--- src/rtl/mac_pkg.sv ---
// rtl/mac_pkg.sv - shared constants, feeder state type and lane helper for the MAC array front end
package mac_pkg;

  localparam int N      = 4;
  localparam int DATA_W = 8;
  localparam int ACC_W  = 24;
  localparam int DRAIN  = 5;

  typedef enum logic [1:0] {
    S_IDLE,
    S_STREAM,
    S_DRAIN,
    S_DONE
  } feed_state_e;

  function automatic int lane_lo(input int lane, input int width);
    return lane * width;
  endfunction

endpackage

--- src/rtl/feeder_buf.sv ---
// rtl/feeder_buf.sv - NxN register file, one write port, N row-indexed read ports
module feeder_buf #(
  parameter  int N      = 4,
  parameter  int DATA_W = 8,
  localparam int IW     = $clog2(N)
) (
  input  logic                clk_i,
  input  logic                rst_ni,
  input  logic                we_i,
  input  logic [IW-1:0]       wr_row_i,
  input  logic [IW-1:0]       wr_col_i,
  input  logic [DATA_W-1:0]   wr_data_i,
  input  logic [N*IW-1:0]     rd_col_i,
  output logic [N*DATA_W-1:0] rd_data_o
);

  logic [DATA_W-1:0] mem_q [N][N];

  always_ff @(posedge clk_i or negedge rst_ni) begin
    if (!rst_ni) begin
      for (int r = 0; r < N; r++)
        for (int c = 0; c < N; c++)
          mem_q[r][c] <= '0;
    end else if (we_i) begin
      mem_q[wr_row_i][wr_col_i] <= wr_data_i;
    end
  end

  // Read port r returns row r; a write on the same edge is forwarded so a run
  // started together with a write already sees the new value.
  always_comb begin
    rd_data_o = '0;
    for (int r = 0; r < N; r++) begin
      if (we_i && wr_row_i == IW'(r) && wr_col_i == rd_col_i[r*IW +: IW])
        rd_data_o[r*DATA_W +: DATA_W] = wr_data_i;
      else
        rd_data_o[r*DATA_W +: DATA_W] = mem_q[r][rd_col_i[r*IW +: IW]];
    end
  end

endmodule

--- src/rtl/systolic_feeder.sv ---
// rtl/systolic_feeder.sv - feature/weight buffers and skewed wavefront feeder for the 4x4 MAC array
module systolic_feeder #(
  parameter  int N      = mac_pkg::N,
  parameter  int DATA_W = mac_pkg::DATA_W,
  parameter  int ACC_W  = mac_pkg::ACC_W,
  parameter  int DRAIN  = mac_pkg::DRAIN,
  localparam int IW     = $clog2(N)
) (
  input  logic                clock,
  input  logic                reset,
  input  logic                wr_en,
  input  logic                wr_sel,
  input  logic [IW-1:0]       wr_row,
  input  logic [IW-1:0]       wr_col,
  input  logic [DATA_W-1:0]   wr_data,
  output logic                wr_err,
  input  logic                start,
  output logic                busy,
  output logic                done,
  output logic [N*DATA_W-1:0] act_out,
  output logic                act_valid,
  output logic [N*DATA_W-1:0] w_out,
  output logic                w_load,
  output logic [IW-1:0]       w_col,
  output logic [ACC_W-1:0]    carry_in
);
  import mac_pkg::*;

  localparam int CW = $clog2(2*N + DRAIN);

  feed_state_e         state_q;
  logic [CW-1:0]       cnt_q;
  logic                wr_err_q, busy_q, done_q, act_valid_q, w_load_q;
  logic [N*DATA_W-1:0] act_q, w_out_q;
  logic [IW-1:0]       w_col_q;
  logic [ACC_W-1:0]    carry_q;

  logic                idle_w, feed_w, last_t_w, w_ld_d;
  logic [CW-1:0]       t_d;
  logic [N*IW-1:0]     f_col, w_rcol;
  logic [N*DATA_W-1:0] f_rd, w_rd, act_d, w_out_d;

  assign idle_w   = (state_q == S_IDLE);
  assign last_t_w = (cnt_q == CW'(2*N - 1));
  assign feed_w   = (idle_w && start) || (state_q == S_STREAM && !last_t_w);

  feeder_buf #(.N(N), .DATA_W(DATA_W)) u_fbuf (
    .clk_i(clock), .rst_ni(reset), .we_i(wr_en && idle_w && !wr_sel),
    .wr_row_i(wr_row), .wr_col_i(wr_col), .wr_data_i(wr_data),
    .rd_col_i(f_col), .rd_data_o(f_rd)
  );

  feeder_buf #(.N(N), .DATA_W(DATA_W)) u_wbuf (
    .clk_i(clock), .rst_ni(reset), .we_i(wr_en && idle_w && wr_sel),
    .wr_row_i(wr_row), .wr_col_i(wr_col), .wr_data_i(wr_data),
    .rd_col_i(w_rcol), .rd_data_o(w_rd)
  );

  // t_d is the stream step the next edge loads; lane j lags lane 0 by j steps.
  always_comb begin
    t_d    = (state_q == S_STREAM) ? cnt_q + CW'(1) : '0;
    f_col  = '0;
    w_rcol = '0;
    act_d  = '0;
    for (int j = 0; j < N; j++) begin
      f_col[j*IW +: IW]  = IW'(t_d - CW'(j));
      w_rcol[j*IW +: IW] = IW'(t_d);
      if (t_d >= CW'(j) && (t_d - CW'(j)) < CW'(N))
        act_d[lane_lo(j, DATA_W) +: DATA_W] = f_rd[lane_lo(j, DATA_W) +: DATA_W];
    end
    w_ld_d  = (t_d < CW'(N));
    w_out_d = w_ld_d ? w_rd : '0;
  end

  always_ff @(posedge clock or negedge reset) begin
    if (!reset) begin
      state_q     <= S_IDLE;
      cnt_q       <= '0;
      wr_err_q    <= 1'b0;
      busy_q      <= 1'b0;
      done_q      <= 1'b0;
      act_valid_q <= 1'b0;
      act_q       <= '0;
      w_out_q     <= '0;
      w_load_q    <= 1'b0;
      w_col_q     <= '0;
      carry_q     <= '0;
    end else begin
      wr_err_q    <= wr_en && !idle_w;
      done_q      <= 1'b0;
      carry_q     <= '0;
      act_valid_q <= feed_w;
      act_q       <= feed_w ? act_d : '0;
      w_out_q     <= feed_w ? w_out_d : '0;
      w_load_q    <= feed_w && w_ld_d;
      w_col_q     <= (feed_w && w_ld_d) ? IW'(t_d) : '0;
      case (state_q)
        S_IDLE: if (start) begin
          state_q <= S_STREAM;
          cnt_q   <= '0;
          busy_q  <= 1'b1;
        end
        S_STREAM: if (last_t_w) begin
          state_q <= S_DRAIN;
          cnt_q   <= '0;
        end else begin
          cnt_q <= t_d;
        end
        S_DRAIN: if (cnt_q == CW'(DRAIN - 1)) begin
          state_q <= S_DONE;
          cnt_q   <= '0;
          busy_q  <= 1'b0;
          done_q  <= 1'b1;
        end else begin
          cnt_q <= cnt_q + CW'(1);
        end
        S_DONE:  state_q <= S_IDLE;
        default: state_q <= S_IDLE;
      endcase
    end
  end

  assign wr_err    = wr_err_q;
  assign busy      = busy_q;
  assign done      = done_q;
  assign act_out   = act_q;
  assign act_valid = act_valid_q;
  assign w_out     = w_out_q;
  assign w_load    = w_load_q;
  assign w_col     = w_col_q;
  assign carry_in  = carry_q;

endmodule

--- config.mk ---
export PLATFORM = sky130hd
export DESIGN_NAME = systolic_feeder
export DESIGN_NICKNAME = d
export VERILOG_FILES = /design/src/rtl/mac_pkg.sv /design/src/rtl/feeder_buf.sv /design/src/rtl/systolic_feeder.sv
export SDC_FILE = /design/constraint.sdc
export NUM_CORES = 1
export LEC_CHECK = 0
export CORE_ASPECT_RATIO = 1.75
export CORE_MARGIN = 10
export CORE_UTILIZATION = 45
export CTS_BUF_LIST = sky130_fd_sc_hd__clkbuf_4
export DETAILED_ROUTE_END_ITERATION = 10
export GPL_ROUTABILITY_DRIVEN = 1
export PLACE_DENSITY_LB_ADDON = 0.05
export SLEW_MARGIN = 20
export SYNTH_ARGS = -nofsm -noshare
export SYNTH_HDL_FRONTEND = slang
export SYNTH_SLANG_ARGS = --single-unit
export TNS_END_PERCENT = 30
--- constraint.sdc ---
create_clock -name clock -period 4.2 [get_ports clock]
set_input_delay 0.42 -clock clock [delete_from_list [all_inputs] [get_ports clock]]
set_output_delay 0.42 -clock clock [all_outputs]
set_load 0.02 [all_outputs]
==> results of run 1 <==
metrics by stage:
stage / instance area (um^2) / std cells / utilization / power, mW
finish: 17700 / 1845 / 0.516 / 10.1
global route: 17700 / 1843 / 0.515 / 10.8
CTS: 17700 / 1842 / 0.515 / 10.3
detailed placement: 16800 / 1709 / 0.488 / 7.70
global placement: 16800 / 1709 / 0.488 / 7.64
floorplan: 15700 / 1247 / - / 6.64
cells by family (layout without fill, tap and decap cells):
logic type | Yosys count | after routing | share of synthesized area
AO/OA/AOI/OAI | 168 | 168 | 0.0688
AND/OR/NAND/NOR | 225 | 225 | 0.0755
adder cells (fa/ha/maj) | 11 | 11 | 0.00883
buffers and inverters | 123 | 258 | 0.0397
multiplexers | 357 | 357 | 0.266
other | 1 | 27 | 0.000241
XOR/XNOR | 6 | 6 | 0.00626
flip-flops | 333 | 333 | 0.535
final cells by class:
| type | count | share of cell area |
|---|---|---|
| Sequential cell | 333 | 0.471 |
| Multi-Input combinational cell | 791 | 0.380 |
| Timing Repair Buffer | 112 | 0.0608 |
| Clock buffer | 115 | 0.0488 |
| Tap cell | 460 | 0.0325 |
| Clock inverter | 17 | 0.00375 |
| Inverter | 14 | 0.00339 |
| Antenna cell | 3 | 0.000424 |
sequential cells by signal (all words and copies together) (netlist names):
register      cells
act_out          32
act_valid         1
busy              1
cnt_q             4
done              1
state_q           2
u_fbuf.mem_q    128
u_wbuf.mem_q    128
w_col             2
w_load            1
w_out            32
wr_err            1
placed cells by master, fill, tap and decap left out, types with 3 or more instances in the layout:
cell type,Yosys,final
sky130_fd_sc_hd__diode_2,0,3
sky130_fd_sc_hd__and3_1,5,5
sky130_fd_sc_hd__o22ai_1,62,62
sky130_fd_sc_hd__clkbuf_4,0,115
sky130_fd_sc_hd__inv_1,12,11
sky130_fd_sc_hd__clkdlybuf4s50_1,0,83
sky130_fd_sc_hd__a21oi_1,52,52
sky130_fd_sc_hd__inv_2,1,4
sky130_fd_sc_hd__a31oi_1,9,9
sky130_fd_sc_hd__buf_2,21,3
sky130_fd_sc_hd__o21ai_0,5,5
sky130_fd_sc_hd__nor3_4,4,4
sky130_fd_sc_hd__and2_1,20,20
sky130_fd_sc_hd__mux2_2,288,288
sky130_fd_sc_hd__clkinv_1,0,13
sky130_fd_sc_hd__dfrtp_1,333,332
sky130_fd_sc_hd__a211oi_1,16,16
sky130_fd_sc_hd__ha_1,11,11
sky130_fd_sc_hd__a311o_1,8,8
sky130_fd_sc_hd__nor2_1,58,58
sky130_fd_sc_hd__mux4_2,16,16
sky130_fd_sc_hd__nand2_1,75,75
sky130_fd_sc_hd__nand2b_1,11,10
sky130_fd_sc_hd__nor2b_1,6,6
sky130_fd_sc_hd__nand3_1,9,9
sky130_fd_sc_hd__mux2i_1,51,51
sky130_fd_sc_hd__nor2_2,18,18
sky130_fd_sc_hd__buf_4,31,22
sky130_fd_sc_hd__nand4_2,3,3
sky130_fd_sc_hd__nor3_1,3,3
sky130_fd_sc_hd__conb_1,1,24
final timing paths:
path,slack (ns),to,startpoint,cells past startpoint
worst max register to register,1.31,act_out[26]$_DFF_PN0_,cnt_q[0]$_DFFE_PN0P_,8
worst max-delay path,1.31,act_out[26]$_DFF_PN0_,cnt_q[0]$_DFFE_PN0P_,8
worst min-delay path,0.22,act_out[18]$_DFF_PN0_,wr_data[2],3
min in group asynchronous,0.34,u_fbuf.mem_q[12]$_DFFE_PN0P_,reset,2
worst min register to register,0.50,u_fbuf.mem_q[8]$_DFFE_PN0P_,u_fbuf.mem_q[8]$_DFFE_PN0P_,1
max in group asynchronous,2.80,w_out[22]$_DFF_PN0_,reset,3
repair_timing:
| item | 4_1_cts | 5_1_grt |
|---|---|---|
| resized for setup | 0 | 0 |
| hold buffers | 1 | 0 |
| hold endpoints to repair | 104 | 0 |
| buffers inserted | 0 | 0 |
metal layers:
layer | GRT usage | up-vias
li1 | - | 4600
met1 | 0.205 | 5258
met2 | 0.347 | 245
met3 | 0.0422 | 74
met4 | 0.0725 | 2
met5 | 0 | -
tightest hold or removal path, cell delays in order:
cell                      delay [ns]
sky130_fd_sc_hd__buf_2          0.31
sky130_fd_sc_hd__nand2_1        0.13
sky130_fd_sc_hd__a21oi_1        0.06
power by group through the flow:
stage          clock network (mW)  registers (mW)  logic [mW]
2_1_floorplan                   0            4.33        2.32
3_3_place_gp                    0            4.25        3.39
3_5_place_dp                    0            4.28        3.42
4_1_cts                      2.62            4.22        3.43
5_1_grt                      2.78            4.30        3.68
6_report                     2.50            4.22        3.39
==> flow_summary.json, run 1 <==
{
  "run_status": "finished clean",
  "clock_sinks": 333,
  "seqPwrFrac": 0.417,
  "cp-start-kind": "flip-flop",
  "max-cap-violations": 0,
  "tritoncts_clock_tree": "yes",
  "static-leakage-power_nw": 8.44,
  "syn_to_final_growth_pct": 13.6,
  "synth_top_flop_cell": "sky130_fd_sc_hd__dfrtp_1",
  "slew-limit-headroom": 0.312,
  "grt_pass1_wl_um": 63500,
  "cp_data_arrival_time_ns": 3.51,
  "fillerInstances": 3144,
  "internal_power_mw": 6.63,
  "insertion_delay_ns": 0.75,
  "cts_max_level": 3,
  "setup.worst_path.class": "reg2reg",
  "final.setup_skew_ns": 0.0369,
  "min_path_type": "in2reg",
  "post-dp-hpwl_um": 25600,
  "top_layer": "met5",
  "design.final.nets": 1361,
  "die-height_um": 266,
  "timing.fmax_mhz": 346,
  "port-buffer-count": 87,
  "layout_worst_path_cycle_share": 0.688,
  "dr_total_vias": 10200,
  "post-place-ws_ns": 1.16,
  "floorplan.rows": 90,
  "dr_wl_met2_um": 21800,
  "synth.ff_latch_count": 333,
  "cts_made_buffers": 81,
  "crit_required_ns": 4.82,
  "synth_async_sr_flop_share": 1.00,
  "synthCells": 1224,
  "cpMostUsedCell": "sky130_fd_sc_hd__ha_1",
  "wire_length_per_cell_after_detailed_routing_um": 21.8,
  "yosysMostFrequentCell": "sky130_fd_sc_hd__dfrtp_1",
  "drt-pass1-iter-count": 5,
  "m1WireLength_um": 15500,
  "timing_hold_violations_final": 0,
  "synth.yosys.seq_area_share": 0.535,
  "share_of_power_burned_in_the_clock_network": 0.247,
  "multiInputGateArea_um2": 6720,
  "first_global_vias": 11000,
  "critPathBufInv": 1,
  "yosys-top-cells-area": "sky130_fd_sc_hd__dfrtp_1 53%, sky130_fd_sc_hd__mux2_2 21%, sky130_fd_sc_hd__mux2i_1 3.3%, sky130_fd_sc_hd__o22ai_1 2.5%, sky130_fd_sc_hd__mux4_2 2.3%",
  "synth_commonest_cells": "333 x sky130_fd_sc_hd__dfrtp_1, 288 x sky130_fd_sc_hd__mux2_2, 75 x sky130_fd_sc_hd__nand2_1",
  "postLayoutSetupSlackWorst_ns": 1.31,
  "yosysTopAreaCell": "sky130_fd_sc_hd__dfrtp_1",
  "floorplan.die_area_um2": 42800,
  "antenna_found_initial": 2,
  "synth_edf_count": 0,
  "max_stage_delay_on_crit_path_ns": 0.65,
  "antenna_violating_nets_post_route": 0,
  "globalRouteTotalUtil": 0.189,
  "drc": 0,
  "cp_top_family": "adder cells",
  "maximum_number_of_pins_on_one_net_before_global_route_repair": 109,
  "setup_viol": 0,
  "die-width_um": 161,
  "rsz_0062_raised_after_global_routing": "no",
  "wl_met3_um": 1840,
  "globalplace.congestion": 0.794,
  "timing.setup.tns_ns": 0,
  "endpoint_kind": "flip-flop",
  "sw_pwr_mw": 3.48,
  "critical_path_peak_fanout": 9,
  "switching_share": 0.344,
  "core_region_area_um2": 34300,
  "num_io_pins": 112,
  "final-seq-area_um2": 8330,
  "wl_um": 40300,
  "ys.warnings.count": 0,
  "final.min_clock_period_ns": 2.89,
  "power_frac_comb": 0.335,
  "synth_cell_type_count": 63,
  "power_density_over_the_cells_nw_per_um2": 571,
  "clkSlewWorstSetupHoldPaths_ns": 0.07,
  "tightestPinTransition_ns": 1.03,
  "vdd_drop_max_mv": 0.346,
  "drt_iter0_markers": 450,
  "drt-vias-per-instance": 5.52,
  "ratio_of_cells_with_drive_above_1_in_the_final_layout": 0.356,
  "worst_hold_slack_ns": 0.220,
  "drv_slew": 0,
  "critical_path.cell_chain": "inv_2 -> ha_1 -> and2_1 -> ha_1 -> xor2_1 -> nor3_4 -> mux2i_1 -> nor2_1",
  "cts_root_buffer": "sky130_fd_sc_hd__clkbuf_4",
  "crit_path_top_delay_cell": "sky130_fd_sc_hd__ha_1",
  "syn_area_um2": 15600,
  "synth.top_cell.area_share": 0.535,
  "cts_buffer_depth": 3,
  "postSynthAreaPerCell_um2": 12.7,
  "globalRouteOverflowTotal": 0,
  "initial_utilization": 0.454
}
Power figures use the tool's default switching activity.
==> run 2, diff against run 1 <==
- clock period: 4.2 -> 2.3 ns (I/O delays scaled with it)
==> run 2 against run 1 <==
  * Sequential share of layout area down 2.9 points
  * Critical endpoint is now u_fbuf.mem_q[11]$_DFFE_PN0P_
  * Global-route usage up 0.068 points
  * Register-to-register slack worse by 1.2 ns
  * Core utilization up 3.4 points
  * Non-clock buffer count up 77
  * Clock skew down 0.018 ns
  * Final cell count up 4.0%
  * Fmax up 30%
  * First-iteration DRC count down 21%
  * Hold slack worse by 0.16 ns
  * Setup slack worse by 1.2 ns
==> flow_summary.json, run 2 (synthesis results as in run 1) <==
{
  "minimum_setup_slack_among_reg_to_reg_paths_ns": 0.09,
  "internal_power_mw": 12.6,
  "drv_slew": 0,
  "clkSlewWorstSetupHoldPaths_ns": 0.07,
  "cp-start-kind": "flip-flop",
  "maximum_number_of_pins_on_one_net_before_global_route_repair": 70,
  "globalRouteTotalUtil": 0.189,
  "clock_sinks": 333,
  "mostFrequentLayoutCell": "sky130_fd_sc_hd__dfrtp_1",
  "drc": 0,
  "timing_hold_violations_final": 0,
  "ratio_of_cells_with_drive_above_1_in_the_final_layout": 0.399,
  "power_frac_comb": 0.351,
  "cp_data_arrival_time_ns": 2.82,
  "tritoncts_clock_tree": "yes",
  "cts_root_buffer": "sky130_fd_sc_hd__clkbuf_4",
  "port-buffer-count": 87,
  "tightestPinTransition_ns": 0.677,
  "r2r-start": "state_q[0]$_DFFE_PN0P_",
  "post_layout_nonfiller_instances": 1918,
  "design.final.nets": 1437,
  "antenna_violating_nets_post_route": 0,
  "die-width_um": 161,
  "critical_path_peak_fanout": 8,
  "slew-limit-headroom": 0.549,
  "initial_utilization": 0.454,
  "power_density_over_the_cells_nw_per_um2": 1010,
  "share_of_power_burned_in_the_clock_network": 0.243,
  "final.setup_skew_ns": 0.0194,
  "num_io_pins": 112,
  "globalplace.congestion": 0.801,
  "floorplan.rows": 90,
  "drt-pass1-iter-count": 4,
  "max-cap-violations": 0,
  "endpoint_kind": "flip-flop",
  "reg_top3": "u_fbuf.mem_q (128), u_wbuf.mem_q (128)",
  "syn_to_final_growth_pct": 21.2,
  "cts_buffer_depth": 3,
  "dp.cells": 1783,
  "setup_viol": 0,
  "core_region_area_um2": 34300,
  "dr_total_vias": 10400,
  "seqPwrFrac": 0.406,
  "post-dp-hpwl_um": 25600,
  "layout.cells.most_common_list": "332 x sky130_fd_sc_hd__dfrtp_1, 287 x sky130_fd_sc_hd__mux2_2, 113 x sky130_fd_sc_hd__clkbuf_4",
  "timing.fmax_mhz": 452,
  "min_path_type": "in2async",
  "first_global_vias": 11500,
  "run_status": "finished clean",
  "design_power_total_mw": 19.0,
  "globalRouteOverflowTotal": 0,
  "die-height_um": 266,
  "cts_max_level": 3,
  "drt_iter0_markers": 356,
  "switching_share": 0.338,
  "worstRegToRegCells": 8,
  "wire_length_per_cell_after_detailed_routing_um": 20.8,
  "rsz_0062_raised_after_global_routing": "yes",
  "fin_util": 0.550,
  "setup.worst_path.class": "reg2reg",
  "grt_pass1_wl_um": 64300,
  "final.min_clock_period_ns": 2.21,
  "crit_required_ns": 2.91,
  "floorplan.die_area_um2": 42800,
  "worstSetupStartpoint": "state_q[0]$_DFFE_PN0P_",
  "antenna_found_initial": 1,
  "layout_worst_path_cycle_share": 0.963,
  "wl_um": 39900,
  "fillerInstances": 3040,
  "postLayoutCellArea_um2": 18900,
  "sw_pwr_mw": 6.43,
  "insertion_delay_ns": 0.73,
  "vdd_drop_max_mv": 0.590,
  "static-leakage-power_nw": 8.97,
  "cts_made_buffers": 80,
  "postPlaceCellArea_um2": 17900,
  "drt-vias-per-instance": 5.42
}
## run 2: layout make-up
class | instances | area [um^2] | area share
inverters | 14 | 62.6 | 0.00331
clock buffers | 113 | 848 | 0.0449
diodes | 1 | 2.50 | 0.000132
clock inverters | 17 | 90.1 | 0.00477
well taps | 460 | 576 | 0.0305
repair buffers | 189 | 2130 | 0.113
multi-input cells | 791 | 6850 | 0.363
flip-flops and latches | 333 | 8330 | 0.441
## run 2: metrics by stage
step,setup TNS [ns],setup WS [ns],hold WS [ns]
global placement,0,0.0233,0.232
global route,-0.225,-0.0224,0.0585
CTS,0,0.0144,0.000613
floorplan,-2.66,-0.232,-0.0656
finish,0,0.0860,0.0580
detailed placement,-0.0542,-0.0490,0.227
## run 2: power groups by stage
stage | Sequential (mW) | Combinational, mW | Clock [mW]
finish | 7.71 | 6.66 | 4.62
global route | 7.85 | 7.28 | 5.12
CTS | 7.70 | 6.73 | 4.82
detailed placement | 7.81 | 6.71 | 0
global placement | 7.75 | 6.62 | 0
floorplan | 7.91 | 4.41 | 0
## run 2: critical path, cell delays in order, from the launching register on
cell	delay [ns]
sky130_fd_sc_hd__dfrtp_1	0.45
sky130_fd_sc_hd__inv_1	0.11
sky130_fd_sc_hd__ha_1	0.27
sky130_fd_sc_hd__and3b_1	0.30
sky130_fd_sc_hd__buf_4	0.16
sky130_fd_sc_hd__nand3_4	0.14
sky130_fd_sc_hd__nor2_2	0.19
sky130_fd_sc_hd__buf_12	0.15
sky130_fd_sc_hd__mux2_2	0.33
## run 2: routing by layer
layer | track usage | routed length (um) | part of all wire
met5 | 0 | 0 | 0
met4 | 0.0772 | 836 | 0.021
met2 | 0.346 | 21600 | 0.54
met1 | 0.212 | 16000 | 0.40
met3 | 0.0333 | 1490 | 0.037
## run 2: repair_timing
item,4_1_cts,5_1_grt
resized for setup,2,13
setup buffers,0,3
hold buffers,1,0
endpoints found under the hold margin,333,0
endpoints found under the setup margin,12,71
## run 2: final timing paths
path	endpoint
max in group asynchronous	act_out[2]$_DFF_PN0_
min in group clock	wr_err$_DFF_PN0_
worst min register to register	u_fbuf.mem_q[58]$_DFFE_PN0P_
worst max-delay path	u_fbuf.mem_q[11]$_DFFE_PN0P_
worst min-delay path	u_wbuf.mem_q[92]$_DFFE_PN0P_
worst max register to register	u_fbuf.mem_q[11]$_DFFE_PN0P_
